**config.mk**
```make
export PLATFORM = sky130hd
export DESIGN_NAME = rr_mux_sel_arbiter
export DESIGN_NICKNAME = d
export VERILOG_FILES = /design/src/rtl/rr_mux_sel_arbiter.sv
export SDC_FILE = /design/constraint.sdc
export NUM_CORES = 1
export LEC_CHECK = 0
export CORE_MARGIN = 2
export CORE_UTILIZATION = 53
export DETAILED_ROUTE_END_ITERATION = 10
export PLACE_DENSITY = 0.86
export SLEW_MARGIN = 25
export SYNTH_ARGS = -nofsm -noshare
export SYNTH_HDL_FRONTEND = slang
export SYNTH_SLANG_ARGS = --single-unit
```
**constraint.sdc**
```tcl
create_clock -name clk -period 3.1 [get_ports clk]
set_input_delay 0.465 -clock clk [delete_from_list [all_inputs] [get_ports clk]]
set_output_delay 0.465 -clock clk [all_outputs]
set_load 0.02 [all_outputs]
```
**src/rtl/rr_mux_sel_arbiter.sv**
```systemverilog
// rtl/rr_mux_sel_arbiter.sv - round-robin arbiter/sequencer for the shared 4:1 mux datapath
//
// Purpose: four requesters share one mux output. The arbiter picks a winner
// round-robin, drives the 2-bit select, waits GAP_CYCLES settle cycles, then
// asserts a one-hot grant bounded by MAX_HOLD cycles.
//
// Ports:
//   clk      in   1  clock, rising edge
//   rst_n    in   1  asynchronous active-low reset
//   req      in   4  level requests, req[i] owns mux input i
//   done     in   1  owner release, only looked at while granted
//   gnt      out  4  one-hot grant or zero
//   sel      out  2  mux select {s1,s0}, current or pending owner
//   busy     out  1  high whenever not idle
//   timeout  out  1  one-cycle pulse on a hold-limit revocation

module rr_mux_sel_arbiter #(
   parameter int MAX_HOLD   = 16,
   parameter int GAP_CYCLES = 1
) (
   input  logic       clk,
   input  logic       rst_n,
   input  logic [3:0] req,
   input  logic       done,
   output logic [3:0] gnt,
   output logic [1:0] sel,
   output logic       busy,
   output logic       timeout
);

   localparam int HW = $clog2(MAX_HOLD + 1);
   // A zero gap still needs a legal one-bit counter.
   localparam int GW = (GAP_CYCLES > 0) ? $clog2(GAP_CYCLES + 1) : 1;

   typedef enum logic [1:0] {IDLE, SETTLE, GRANT} state_t;

   state_t        state_q, state_d;
   logic [1:0]    sel_q, sel_d;
   logic [1:0]    wcur_q, wcur_d;
   logic [1:0]    ptr_q, ptr_d;
   logic [3:0]    gnt_q, gnt_d;
   logic          timeout_q, timeout_d;
   logic [HW-1:0] hold_q, hold_d;
   logic [GW-1:0] gap_q, gap_d;

   logic [1:0]    arb_ptr;
   logic [3:0]    arb_mask;
   logic          arb_start;
   logic [2:0]    win;
   logic          rel_hold;
   logic          rel_any;

   // Returns {found, index}: first set mask bit at ptr+1, ptr+2, ptr+3, ptr.
   // Iterating from the farthest slot down lets the nearest one win.
   function automatic logic [2:0] pick(input logic [1:0] p, input logic [3:0] m);
      logic [1:0] idx;
      logic [2:0] r;
      r = 3'b000;
      for (int k = 4; k >= 1; k--) begin
         idx = p + 2'(k);
         if (m[idx]) r = {1'b1, idx};
      end
      return r;
   endfunction

   // State register
   always_ff @(posedge clk or negedge rst_n) begin
      if (!rst_n) begin
         state_q   <= IDLE;
         sel_q     <= 2'd0;
         wcur_q    <= 2'd0;
         ptr_q     <= 2'd3;
         gnt_q     <= 4'd0;
         timeout_q <= 1'b0;
         hold_q    <= '0;
         gap_q     <= '0;
      end else begin
         state_q   <= state_d;
         sel_q     <= sel_d;
         wcur_q    <= wcur_d;
         ptr_q     <= ptr_d;
         gnt_q     <= gnt_d;
         timeout_q <= timeout_d;
         hold_q    <= hold_d;
         gap_q     <= gap_d;
      end
   end

   // Next-state logic
   always_comb begin
      state_d   = state_q;
      sel_d     = sel_q;
      wcur_d    = wcur_q;
      ptr_d     = ptr_q;
      gnt_d     = gnt_q;
      timeout_d = 1'b0;
      hold_d    = hold_q;
      gap_d     = gap_q;
      arb_ptr   = ptr_q;
      arb_mask  = req;
      arb_start = 1'b0;
      rel_hold  = (hold_q == HW'(MAX_HOLD - 1));
      rel_any   = done | ~req[wcur_q] | rel_hold;

      case (state_q)
         IDLE: begin
            arb_start = |req;
         end
         SETTLE: begin
            if (!req[wcur_q]) begin
               // Requester gave up before the grant: nothing served, ptr kept.
               state_d = IDLE;
            end else if (gap_q <= GW'(1)) begin
               gnt_d   = 4'b0001 << wcur_q;
               hold_d  = '0;
               state_d = GRANT;
            end else begin
               gap_d = gap_q - GW'(1);
            end
         end
         GRANT: begin
            if (rel_any) begin
               gnt_d     = 4'd0;
               ptr_d     = wcur_q;
               state_d   = IDLE;
               // done has priority over the hold limit; a dropped request is
               // a voluntary release as well.
               timeout_d = rel_hold & ~done & req[wcur_q];
               // Handover: re-arbitrate behind the releasing owner. A timed-out
               // owner stays eligible so a sole requester gets re-granted.
               arb_ptr   = wcur_q;
               if (done || !req[wcur_q]) arb_mask = req & ~(4'b0001 << wcur_q);
               arb_start = 1'b1;
            end else begin
               hold_d = hold_q + HW'(1);
            end
         end
         default: state_d = IDLE;
      endcase

      win = pick(arb_ptr, arb_mask);
      if (arb_start && win[2]) begin
         sel_d  = win[1:0];
         wcur_d = win[1:0];
         if (GAP_CYCLES == 0) begin
            gnt_d   = 4'b0001 << win[1:0];
            hold_d  = '0;
            state_d = GRANT;
         end else begin
            gap_d   = GW'(GAP_CYCLES);
            state_d = SETTLE;
         end
      end
   end

   // Output logic
   always_comb begin
      gnt     = gnt_q;
      sel     = sel_q;
      busy    = (state_q != IDLE);
      timeout = timeout_q;
   end

endmodule

```
# After elaboration in Yosys (flattened, before gate mapping)
# Cells that the tools add are included.
# op_classes
addsub	5
n_mul	0
div_mod_pow	0
magnitude_cmp	6
eq_ne	11
shift	1
n_mux	40
bitwise	8
n_reduce_logical	13
# ops
cell	n
$mux W4	6
$lt A2 B3 Y1 const B	5
$mux W5	3
$mux W1	12
$mux W2	6
$mux W3	4
$bmux W1 S2	5
$ne A2 B2 Y1 const B	5
$pmux W5 S2	1
$pmux W4 S2	1
$reduce_and A4 Y1	2
$reduce_bool A2 Y1	4
$pmux W2 S3	1
$reduce_and A3 Y1	2
$add A5 B1 Y5 const B	1
$eq A5 B4 Y1 const B	1
$add A2 B2 Y2 const B	2
$and A4 B4 Y4	1
$ne A4 B4 Y1 const B	1
$not A4 Y4	1
$reduce_or A4 Y1	1
$shl A1 B2 Y4 const A	1
$ne A3 B3 Y1 const B	1
$add A2 B1 Y2 const B	1
other kinds (13)	16
# word_totals
regBits	17
latch_bits	0
mem_bits_rw	0
mem_bits_ro	0
input_bits	7
output_inout_bits	8
wordCells	91
memories	0

# Longest topological paths before layout
# Gate-level depths: netlist of the first run.
# depth
depth_word	16
depth_mapped	9
mapped_depth_nobuf	9

# Least setup slack after synthesis of the first run
# OpenSTA, ideal clock, no wires.
# synth_timing
kind	flip-flop to flip-flop
startpoint	reg hold_q[0]
endpoint	reg gnt_q[0], in the netlist gnt[0]
setup_time_ps	125
arrival_ps	2049
t_required_ps	2975
slack_ps	925
stages_incl_launch_ff	8
path_buffers	1
synth_period_minus_slack_ps	2175
cell_sequence	dfrtp_1 ha_1 and3_1 ha_1 or4_4 and3_4 buf_6 mux2_4
# synth_between
elab_chain_cells	4
# synth_rtl
element	line	rtl
start: declaration	43	logic [HW-1:0] hold_q, hold_d;
start signal: assignment	84	hold_q <= hold_d;
$eq A5 B4 Y1	102	rel_hold = (hold_q == HW'(MAX_HOLD - 1));
$or A1 B1 Y1	103	rel_any = done | ~req[wcur_q] | rel_hold;
$ne A2 B2 Y1 (no line)	n/a	
$reduce_and A4 Y1 (no line)	n/a	
end signal: assignment	82	gnt_q <= gnt_d;
end: declaration	41	logic [3:0] gnt_q, gnt_d;
# Every way passes these cells.
# A chain may end at the register's enable or synchronous reset.

# Final worst setup path of the first run
# layout_timing
startpoint	reg hold_q[0]
endpoint	reg wcur_q[0]
# layout_between
elab_chain_cells	11
elab_cells_between_ends	24
classes_between	add/sub (3); eq/ne (1); mux (18); bitwise (1); reduce/logical (1)
# layout_rtl
element	line	rtl
$eq A5 B4 Y1 (*)	102	
$or A1 B1 Y1 (*)	103	
$mux W2 (*)	122	if (rel_any) begin
$mux W2 (*)	n/a	
named net arb_ptr[1]	46	logic [1:0] arb_ptr;
$add A2 B2 Y2 / $bmux W1 S2 (equally long branches)	60, 61	
$bmux W1 S2 / $mux W1 (equally long branches)	61	if (m[idx]) r = {1'b1, idx};
$mux W1 (implied by the code) / $mux W3 (equally long branches)	61	
$mux W3 (2 in a row)	61	
$mux W3 (*)	61	
$logic_and A1 B1 Y1	142	if (arb_start && win[2]) begin
end signal: assignment	80	wcur_q <= wcur_d;
end: declaration	39	logic [1:0] wcur_q, wcur_d;
# Mark *: on every way through the listed nets, which the timed path passes. The rest lies on a longest branch. The select of a mux whose other input is x is not followed.

==> results of run 1 <==
## worst max-delay path by stage
stage	from	end	cells past startpoint
floorplan	hold_q[0]	gnt[0]	7
global placement	req[3]	gnt[0]	6
detailed placement	req[2]	wcur_q[0]	7
CTS	hold_q[0]	wcur_q[0]	9
global route	hold_q[0]	wcur_q[0]	9
finish	hold_q[0]	wcur_q[0]	9
## synthesized netlist by cell type, drive strengths merged
cell / instances
a31oi: 2
buf: 4
nor4: 1
and3: 2
a41o: 2
a21oi: 5
dfstp: 2
a21boi: 1
nand3: 4
o221ai: 1
o31a: 1
o41ai: 1
o22a: 2
dfrtp: 14
mux2i: 5
nor2: 6
nor2b: 3
a211oi: 2
o21ai: 6
or3: 1
or4: 1
nor3: 3
o22ai: 1
nand4: 2
a211o: 1
inv: 10
nand2: 6
o2bb2a: 1
mux2: 6
o21bai: 2
ha: 5
and2: 1
## metal layers
layer | wire length (um) | vias up
li1 | - | 405
met1 | 996 | 387
met2 | 968 | 16
met3 | 47 | 3
met4 | 34 | 0
met5 | 0 | -
## cell usage in the layout, fill, tap and decap left out, drive strengths merged, types with 3 or more instances in the layout
cell           netlist  routed
nor2b                3       3
mux2                 6       6
clkdlybuf4s50        0      14
clkbuf               0       4
mux2i                5       5
inv                 10      10
dfrtp               14      14
nor3                 3       3
o21ai                6       6
nand2                6       6
ha                   5       5
a21oi                5       5
nand3                4       4
nor2                 6       6
## kinds of logic (layout without fill, tap and decap cells)
group / count (synthesis) / after routing / share of synthesized area
AOI/OAI and AO/OA: 28 / 28 / 0.1880
and+or+nand+nor: 30 / 30 / 0.1578
DFF: 16 / 16 / 0.3880
buffers and inverters: 14 / 28 / 0.06988
muxes: 11 / 11 / 0.1361
adders and majority gates: 5 / 5 / 0.06024
## area by class of cell
type | count | share of cell area
repair buffers | 14 | 0.1155
inverters | 10 | 0.03093
clock buffers | 4 | 0.02990
flip-flops and latches | 16 | 0.3320
well taps | 27 | 0.02784
multi-input cells | 74 | 0.4639
## sequential cells by signal, summed over array words and instances (netlist names)
register and count:
hold_q 5, ptr_q 2, gnt 4, state_q 2, timeout 1, wcur_q 2
## per-stage QoR
step / utilization / cells
after floorplan: - / 104
after global placement: 0.6191 / 141
after detailed placement: 0.6191 / 141
after CTS: 0.6382 / 145
after global routing: 0.6382 / 145
final: 0.6382 / 145
## power by group
part           internal, mW  total [mW]  switching (mW)
registers             0.274       0.344          0.0701
logic                 0.267       0.542           0.275
clock network        0.0717       0.144          0.0722
## critical path: cells and delay by family, from the launching register on
family                     cells  cell delay (ns)
DFF                            1             0.43
muxes                          1             0.39
adders and majority gates      2             0.45
and+or+nand+nor                4             0.68
AOI/OAI and AO/OA              2             0.40
==> qor.tcl, run 1 <==
set qor(die_span_in_y_um) 48.27
set qor(yosys_warnings) 0
set qor(post_synth_num_cell_types) 38
set qor(synth-seq-cells) 16
set qor(status) {finished, final reports clean}
set qor(postSynthNetCount) 116
set qor(pre_cts_slack_ns) 0.6517
set qor(worst_ep_required_time_ns) 3.28
set qor(post_dp_cell_area_um2) 1177
set qor(final-seq-area_um2) 402.9
set qor(holdCritStartpoint) {gnt[1]}
set qor(r2r-end) {wcur_q[0]}
set qor(postCtsSetupBuffers) 0
set qor(place_congestion) 0.8169
set qor(cts_tree) {built}
set qor(core_region_area_um2) 1902
set qor(drt-vias-per-instance) 5.593
set qor(hold_slack_ns) 0.5235
set qor(synth_largest_area_cell) {dfrtp_1}
set qor(grt_use_total) 0.1962
set qor(drt-total-wl_mm) 2.046
set qor(post_cts_hold_buffer_count) 0
set qor(tns_ns) 0
set qor(end_kind) {register}
set qor(worstSkewPairLatency_ns) 0.30
set qor(gr-max-usage-layer) {met2}
set qor(final.min_clock_period_ns) 2.459
set qor(num_vias) 811
set qor(detailedRoute.firstIterationViolations) 28
set qor(die_area_um2) 2330
set qor(timing.max_cap.violations) 0
set qor(cts.repair.resized) 0
set qor(layout-drive-gt1-share) 0.1441
set qor(final-setup-viol-count) 0
set qor(critical_path.max_fanout) 5
set qor(initial_core_util) 0.5461
set qor(num_antenna_cells) 0
set qor(netlist_instances) 104
set qor(port_buffers) 14
set qor(post_drt_wl_per_cell_um) 14.11
set qor(multi_input_comb_area_um2) 563.0
set qor(final_cycle_utilization_of_the_critical_path) 0.7931
set qor(post-route-worst-setup-slack_ns) 0.6414
set qor(max-vdd-ir-drop_mv) 0.5178
set qor(final.setup_skew_ns) 0.004183
set qor(dieWidth_um) 48.27
set qor(clock_tree.root_cell) {clkbuf_4}
set qor(grt_max_degree) 17
set qor(num_io_pins) 15
set qor(area_delta_synth_final_pct) 16.87
set qor(stdcell_area_um2) 1214
set qor(place.detailed.hpwl_mm) 1.527
set qor(worst_path_cell_with_the_longest_stage_delay) {dfrtp_1}
set qor(worst-r2r-cell-count) 9
set qor(yosys.area.top_type_share) 0.3373
set qor(tightestPinTransition_ns) 0.6665
set qor(number_of_antenna_violations_at_the_first_check_in_global_routing) 0
set qor(syn_area_um2) 1038
set qor(ctsHtreeMaxLevel) 1
set qor(global_route.usage.met2) 0.2947
set qor(power_per_standard_cell_area_nw_per_um2) 849.0
set qor(final-max-slew-violation-count) 0
set qor(crit_top_cell) {ha_1}
set qor(detailedRoute.firstPassIterationCount) 4
set qor(grt_pass1_vias) 701
set qor(groute.layer.met3.usage) 0.04444
set qor(num-fill-cells) 157
set qor(route.antenna.remaining_nets) 0
set qor(cts_max_path_buffers) 2
set qor(critPathArrivalTime_ns) 2.64
set qor(synth_top_cells_by_area) {dfrtp_1 34%, ha_1 6.0%, dfstp_2 5.1%}
set qor(timing.hold.worst.class) {register to register}
set qor(finalHoldViolations) 0
set qor(maxClockFrequency_ghz) 0.4067
set qor(r2r_setup_slack_ns) 0.64
set qor(synth-seq-area-share) 0.3880
set qor(critPathLaunchType) {register}
set qor(hold_end) {gnt[1]}
set qor(total_power_of_the_final_layout_mw) 1.030
set qor(post_synth.cell_area_avg_um2) 9.986
set qor(relSlewSlack) 0.5543
set qor(design.final.nets) 131
set qor(rsz0062_at_grt) {false}
set qor(max_stage_delay_ns) 0.43
set qor(num_rows) 16
set qor(crit_path_cell_trace) {ha_1 -> and3_1 -> ha_1 -> nor2_1 -> nand3_1 -> nand3_2 -> mux2_2 -> a21boi_0 -> a31oi_1}
set qor(globalRouteMet1Util) 0.2644
set qor(cts_inserted_buffers) 3
set qor(first_pass_grt_wire_length_mm) 3.084
set qor(static-leakage-power_nw) 0.5330
set qor(r2r-start) {hold_q[0]}
set qor(timing.hold.worst_path_depth) 1
set qor(path_clk_slew_ns) 0.10
set qor(grt_remaining_overflow) 0
set qor(numClockSinks) 16
set qor(critPathKind) {register to register}
set qor(drt_drc_violations_left) 0
(Power assumes the default switching activity.)
==> inputs of run 2 (changes only) <==
--- a/config.mk
+++ b/config.mk
@@ -6,9 +6,9 @@
 export NUM_CORES = 1
 export LEC_CHECK = 0
 export CORE_MARGIN = 2
-export CORE_UTILIZATION = 53
+export CORE_UTILIZATION = 48
 export DETAILED_ROUTE_END_ITERATION = 10
-export PLACE_DENSITY = 0.86
+export PLACE_DENSITY = 0.83
 export SLEW_MARGIN = 25
 export SYNTH_ARGS = -nofsm -noshare
 export SYNTH_HDL_FRONTEND = slang
==> constraint.sdc (replaced) <==
create_clock -name clk -period 2.1 [get_ports clk]
set_input_delay 0.315 -clock clk [delete_from_list [all_inputs] [get_ports clk]]
set_output_delay 0.315 -clock clk [all_outputs]
set_load 0.02 [all_outputs]
==> qor.tcl, run 2 (same netlist as run 1, synthesis figures left out) <==
set qor(drt-vias-per-instance) 5.787 ;# +3.5%
set qor(critPathLaunchType) {register}
set qor(place_congestion) 0.8966 ;# +9.8%
set qor(rsz0062_at_grt) {true}
set qor(crit_top_cell) {nand3_2}
set qor(clock_tree.root_cell) {clkbuf_4}
set qor(num_antenna_cells) 0 ;# unchanged
set qor(layout-drive-gt1-share) 0.3873 ;# +0.2433
set qor(drt-total-wl_mm) 2.969 ;# +45%
set qor(static-leakage-power_nw) 0.6602 ;# +24%
set qor(critical_path.max_fanout) 5 ;# unchanged
set qor(drt_drc_violations_left) 0 ;# unchanged
set qor(finalHoldViolations) 0 ;# unchanged
set qor(crit_path_cell_trace) {ha_2 -> and3_4 -> ha_4 -> nor2_4 -> nand3_2 -> nand3_2 -> mux2_4 -> a211o_1 -> a21oi_2}
set qor(path_clk_slew_ns) 0.10 ;# about the same
set qor(status) {finished with violations}
set qor(dr_wl_met2_mm) 1.469 ;# +52%
set qor(route.antenna.remaining_nets) 0 ;# unchanged
set qor(core_region_area_um2) 2002 ;# +5.3%
set qor(grt_pass1_vias) 1043 ;# +49%
set qor(violations) {setup timing}
set qor(die_area_um2) 2552 ;# +9.5%
set qor(grt_use_total) 0.2573 ;# +0.06109
set qor(critPathArrivalTime_ns) 2.35 ;# -0.29 ns
set qor(num_rows) 16 ;# unchanged
set qor(cts_tree) {built}
set qor(worstSkewPairLatency_ns) 0.30 ;# about the same
set qor(cp_num_buf_inv) 0 ;# unchanged
set qor(numClockSinks) 16 ;# unchanged
set qor(max-vdd-ir-drop_mv) 0.8453 ;# +63%
set qor(final-max-slew-violation-count) 0 ;# unchanged
set qor(ctsHtreeMaxLevel) 1 ;# unchanged
set qor(end_kind) {register}
set qor(timing.max_cap.violations) 0 ;# unchanged
set qor(final-setup-viol-count) 2 ;# +2
set qor(initial_core_util) 0.5188 ;# -0.02730
set qor(grt_remaining_overflow) 0 ;# unchanged
set qor(detailroute.wirelength.met3_um) 131 ;# +180%
set qor(first_pass_grt_wire_length_mm) 4.781 ;# +55%
set qor(num_vias) 978 ;# +21%
set qor(dpl.cell_count) 163 ;# +16%
set qor(largest_register) {hold_q}
set qor(highest_layer) {met4}
set qor(die_span_in_y_um) 50.52 ;# +4.7%
set qor(layout.cells.most_common) {buf_4}
set qor(place.detailed.hpwl_mm) 2.074 ;# +36%
set qor(post_cts_hold_buffer_count) 0 ;# unchanged
set qor(relSlewSlack) 0.6383 ;# +0.08404
set qor(post_drt_wl_per_cell_um) 17.57 ;# +25%
set qor(detailedRoute.firstIterationViolations) 12 ;# -57%
set qor(most-common-layout-cells) {25 x buf_4, 14 x dfrtp_1, 14 x clkdlybuf4s50_1}
set qor(port_buffers) 14 ;# unchanged
set qor(worst_ep_required_time_ns) 2.33 ;# -0.95 ns
set qor(number_of_antenna_violations_at_the_first_check_in_global_routing) 0 ;# unchanged
set qor(tightestPinTransition_ns) 0.5425 ;# -0.1240 ns
set qor(grt_max_degree) 13 ;# -4
set qor(power_per_standard_cell_area_nw_per_um2) 1159 ;# +37%
set qor(worst_path_cell_with_the_longest_stage_delay) {dfrtp_1}
set qor(finish.cell_count_without_fillers) 169 ;# +17%
set qor(cts_inserted_buffers) 3 ;# unchanged
set qor(detailedRoute.firstPassIterationCount) 4 ;# unchanged
set qor(final_cycle_utilization_of_the_critical_path) 1.006 ;# +0.2128
set qor(dieWidth_um) 50.52 ;# +4.7%
set qor(max_stage_delay_ns) 0.39 ;# -0.04 ns
set qor(met1_length_mm) 1.244 ;# +25%
set qor(maxClockFrequency_ghz) 0.4734 ;# +16%
set qor(critPathKind) {register to register}
set qor(tns_ns) -0.02241 ;# -0.02241 ns
set qor(cts_max_path_buffers) 2 ;# unchanged
set qor(num_io_pins) 15 ;# unchanged
set qor(final.setup_skew_ns) 0.004594 ;# +0.0004109 ns
set qor(max_ffs_per_register) 5 ;# unchanged
set qor(area_delta_synth_final_pct) 42.53
set qor(timing.hold.worst.class) {input port to async pin}
set qor(post-route-worst-setup-slack_ns) -0.01243 ;# -0.6538 ns
set qor(final.min_clock_period_ns) 2.112 ;# -0.3462 ns
set qor(design.final.nets) 156 ;# +19%
set qor(critical-path-top-delay-family) {simple AND/OR/NAND/NOR gates}
## run 2: changes by cell type in the layout (fill, tap and decap cells not counted), moves of 2 or more
cell / delta
a211oi_2: +2
o21ai_1: +2
a211oi_1: -2
buf_4: +25
nand3_1: -2
ha_1: -3
nand3_2: +2
ha_4: +2
o21ai_0: -2
## run 2: layer usage
| layer | global-route usage | up-vias |
|---|---|---|
| li1 | - | 456 |
| met1 | 0.2890 | 477 |
| met2 | 0.4539 | 33 |
| met3 | 0.03274 | 12 |
| met4 | 0.1667 | 0 |
| met5 | 0 | - |
## run 2: path summary, 6_finish.rpt
path                              endpoint  startpoint  slack [ns]  cells past startpoint
min in group clk                    gnt[0]      gnt[0]        0.53                      1
worst min-delay path            state_q[1]       rst_n        0.32                      1
worst min register to register      gnt[0]      gnt[0]        0.53                      1
worst max-delay path             wcur_q[1]   hold_q[1]       -0.01                      9
worst max register to register   wcur_q[1]   hold_q[1]       -0.01                      9
max in group asynchronous         ptr_q[0]       rst_n        1.21                      2
## run 2: area by class of cell
cell class	instances	area, um^2
Multi-Input combinational cell	74	655.6
Fill cell	135	521.8
Sequential cell	16	402.9
Timing Repair Buffer	39	327.8
Inverter	10	37.54
Tap cell	27	33.78
Clock buffer	3	22.52
## run 2: power by group
| group | internal (mW) | switching, mW |
|---|---|---|
| Sequential | 0.406 | 0.0919 |
| Clock | 0.0669 | 0.103 |
| Combinational | 0.532 | 0.516 |
## run 2: metrics by stage
step	instance area [um^2]	utilization	hold WS (ns)	setup slack, ns	power [mW]
detailed placement	1350	0.6744	0.4986	-0.1268	1.428
finish	1480	0.7394	0.3153	-0.01243	1.716
global route	1480	0.7394	0.3666	-0.07781	1.819
global placement	1350	0.6744	0.4996	-0.1192	1.395
floorplan	1046	-	0.01941	-0.0004152	1.133
CTS	1416	0.7075	0.3272	0.003623	1.621
## run 2: repair_timing
item / 4_1_cts / 5_1_grt
cloned: 0 / 0
gates resized for setup: 8 / 11
endpoints found under the setup margin: 2 / 6
buffers inserted: 1 / 2
pin swaps: 2 / 10
==> inputs of run 3 (changes only) <==
--- a/config.mk
+++ b/config.mk
@@ -8,8 +8,8 @@
 export CORE_MARGIN = 2
 export CORE_UTILIZATION = 48
 export DETAILED_ROUTE_END_ITERATION = 10
+export GPL_TIMING_DRIVEN = 0
 export PLACE_DENSITY = 0.83
-export SLEW_MARGIN = 25
 export SYNTH_ARGS = -nofsm -noshare
 export SYNTH_HDL_FRONTEND = slang
 export SYNTH_SLANG_ARGS = --single-unit
==> qor.tcl, run 3 (same netlist as run 1, synthesis figures left out) <==
set qor(status) {finished with violations}
set qor(violations) {setup timing}
set qor(worstSkewPairLatency_ns) 0.30 ;# about the same
set qor(place.detailed.hpwl_mm) 1.619 ;# -22%
set qor(num_io_pins) 15 ;# unchanged
set qor(num_rows) 16 ;# unchanged
set qor(grt_remaining_overflow) 0 ;# unchanged
set qor(post_drt_wl_per_cell_um) 16.52 ;# -6.0%
set qor(grt_pass1_vias) 928 ;# -11%
set qor(cts_tree) {built}
set qor(max-vdd-ir-drop_mv) 0.9367 ;# +11%
set qor(critical_path.max_fanout) 6 ;# +1
set qor(timing.max_cap.violations) 0 ;# unchanged
set qor(r2r-end) {wcur_q[0]}
set qor(drt-vias-per-instance) 6.113 ;# +5.6%
set qor(cp_num_cells) 9 ;# unchanged
set qor(r2r-start) {state_q[0]}
set qor(largest_register) {hold_q}
set qor(detailedRoute.firstIterationViolations) 49 ;# +37
set qor(cts_max_path_buffers) 2 ;# unchanged
set qor(design.final.nets) 145 ;# -7.1%
set qor(drt_drc_violations_left) 0 ;# unchanged
set qor(max_ffs_per_register) 5 ;# unchanged
set qor(core_region_area_um2) 2002 ;# unchanged
set qor(final-max-slew-violation-count) 0 ;# unchanged
set qor(worst_setup_path_startpoint) {state_q[0]}
set qor(initial_core_util) 0.5188 ;# unchanged
set qor(grt_max_degree) 17 ;# +4
set qor(worst_path_cell_with_the_longest_stage_delay) {dfrtp_1}
set qor(place_congestion) 0.8654 ;# -3.5%
set qor(first_pass_grt_wire_length_mm) 4.098 ;# -14%
set qor(route.antenna.remaining_nets) 0 ;# unchanged
set qor(rsz0062_at_grt) {true}
set qor(final.min_clock_period_ns) 2.104 ;# -0.008165 ns
set qor(grt_use_total) 0.2144 ;# -0.04285
set qor(clock_tree.root_cell) {clkbuf_4}
set qor(fin_util) 0.7050 ;# -0.03438
set qor(timing.hold.worst.class) {input port to async pin}
set qor(sw_frac_of_total) 0.4004 ;# -0.01387
set qor(worst_ep_required_time_ns) 2.32 ;# about the same
set qor(tightestPinTransition_ns) 0.7443 ;# +0.2018 ns
set qor(worstSetupEndpoint) {wcur_q[0]}
set qor(area_delta_synth_final_pct) 35.90
set qor(hold_slack_ns) 0.4487 ;# +0.1334 ns
set qor(power_per_standard_cell_area_nw_per_um2) 1230 ;# +6.1%
set qor(final_cycle_utilization_of_the_critical_path) 1.002 ;# -0.003888
set qor(path_clk_slew_ns) 0.10 ;# about the same
set qor(crit_path_cell_trace) {inv_2 -> ha_4 -> buf_6 -> nand2_2 -> or3_4 -> o22a_1 -> o2bb2a_4 -> a21boi_2 -> a31oi_1}
set qor(finalHoldViolations) 0 ;# unchanged
set qor(num_vias) 972 ;# -0.61%
set qor(layout-drive-gt1-share) 0.3333 ;# -0.05399
set qor(dpl.cell_count) 145 ;# -11%
set qor(num_antenna_cells) 0 ;# unchanged
set qor(detailedRoute.firstPassIterationCount) 5 ;# +1
set qor(cp_num_buf_inv) 2 ;# +2
set qor(port_buffers) 14 ;# unchanged
set qor(most-common-layout-cells) {14 x dfrtp_1, 14 x clkdlybuf4s50_1, 11 x buf_4}
set qor(numClockSinks) 16 ;# unchanged
set qor(combinationalPowerShare) 0.610 ;# about the same
set qor(cts_inserted_buffers) 3 ;# unchanged
set qor(multi_input_comb_area_um2) 644.4 ;# -1.7%
set qor(final-seq-area_um2) 402.9 ;# unchanged
set qor(die_span_in_y_um) 50.52 ;# unchanged
set qor(critPathArrivalTime_ns) 2.32 ;# -0.03 ns
set qor(tns_ns) -0.004268 ;# +0.01814 ns
set qor(seqPwrFrac) 0.270 ;# -0.020
set qor(critPathKind) {register to register}
set qor(max_stage_delay_ns) 0.41 ;# +0.02 ns
set qor(num-fill-cells) 140 ;# +3.7%
set qor(worst-r2r-cell-count) 9 ;# unchanged
set qor(power.net_switching_mw) 0.6950 ;# -2.2%
set qor(dieWidth_um) 50.52 ;# unchanged
set qor(end_kind) {register}
set qor(post-route-worst-setup-slack_ns) -0.004268 ;# +0.008165 ns
set qor(critPathLaunchType) {register}
set qor(number_of_antenna_violations_at_the_first_check_in_global_routing) 0 ;# unchanged
set qor(final-setup-viol-count) 1 ;# -1
set qor(die_area_um2) 2552 ;# unchanged
set qor(ctsHtreeMaxLevel) 1 ;# unchanged
set qor(relSlewSlack) 0.5023 ;# -0.1361
set qor(r2r_setup_slack_ns) -0.004 ;# about the same
set qor(static-leakage-power_nw) 0.6164 ;# -6.6%
set qor(post_cts_hold_buffer_count) 0 ;# unchanged
set qor(drt-total-wl_mm) 2.627 ;# -12%
set qor(final.setup_skew_ns) 0.01109 ;# +0.006496 ns
set qor(maxClockFrequency_ghz) 0.4752 ;# +0.39%
set qor(power.internal_mw) 1.041 ;# +3.6%
set qor(critical-path-top-delay-family) {compound AO/OA/AOI/OAI gates}
set qor(finish.cell_count_without_fillers) 159 ;# -5.9%
set qor(share_clk_of_total_power) 0.120 ;# +0.021
## run 3: metal layers
layer / vias to the layer above / global-route usage / wire length, um
li1: 441 / - / -
met1: 464 / 0.2648 / 1091
met2: 56 / 0.3531 / 1266
met3: 11 / 0.03571 / 188
met4: 0 / 0.1216 / 80
met5: - / 0 / 0
## run 3: layout make-up
cell class | instances | area share
flip-flops and latches | 16 | 0.2855
plain buffers | 3 | 0.02128
inverters | 10 | 0.02660
repair buffers | 25 | 0.1605
clock buffers | 4 | 0.02571
well taps | 27 | 0.02394
multi-input cells | 74 | 0.4566
## run 3: per-stage QoR
stage	power (mW)	setup WS, ns	area [um^2]
global placement	1.362	-0.2428	1220
detailed placement	1.381	-0.2623	1220
finish	1.736	-0.004268	1411
global route	1.842	-0.08158	1411
floorplan	1.133	-0.0004152	1046
CTS	1.611	-0.002272	1330
## run 3: how the worst min path moves through the flow
stage,startpoint,endpoint,cells past startpoint
after floorplan,rst_n,gnt[0],0
after global placement,hold_q[0],hold_q[0],1
after detailed placement,gnt[1],gnt[1],1
after CTS,rst_n,gnt[3],1
after global routing,rst_n,gnt[3],1
final,rst_n,gnt[3],1
## run 3: power groups by stage
stage | sequential, mW | combinational, mW | clock, mW
floorplan | 0.517 | 0.617 | 0
detailed placement | 0.469 | 0.913 | 0
global route | 0.477 | 1.14 | 0.228
CTS | 0.460 | 0.942 | 0.209
finish | 0.469 | 1.06 | 0.208
global placement | 0.466 | 0.896 | 0
## run 3: timing repair
item | in CTS | in global routing
gates resized for setup | 11 | 8
pin swaps | 4 | 4
buffers inserted | 4 | 7
gates cloned | 0 | 0
setup endpoints to repair | 7 | 5
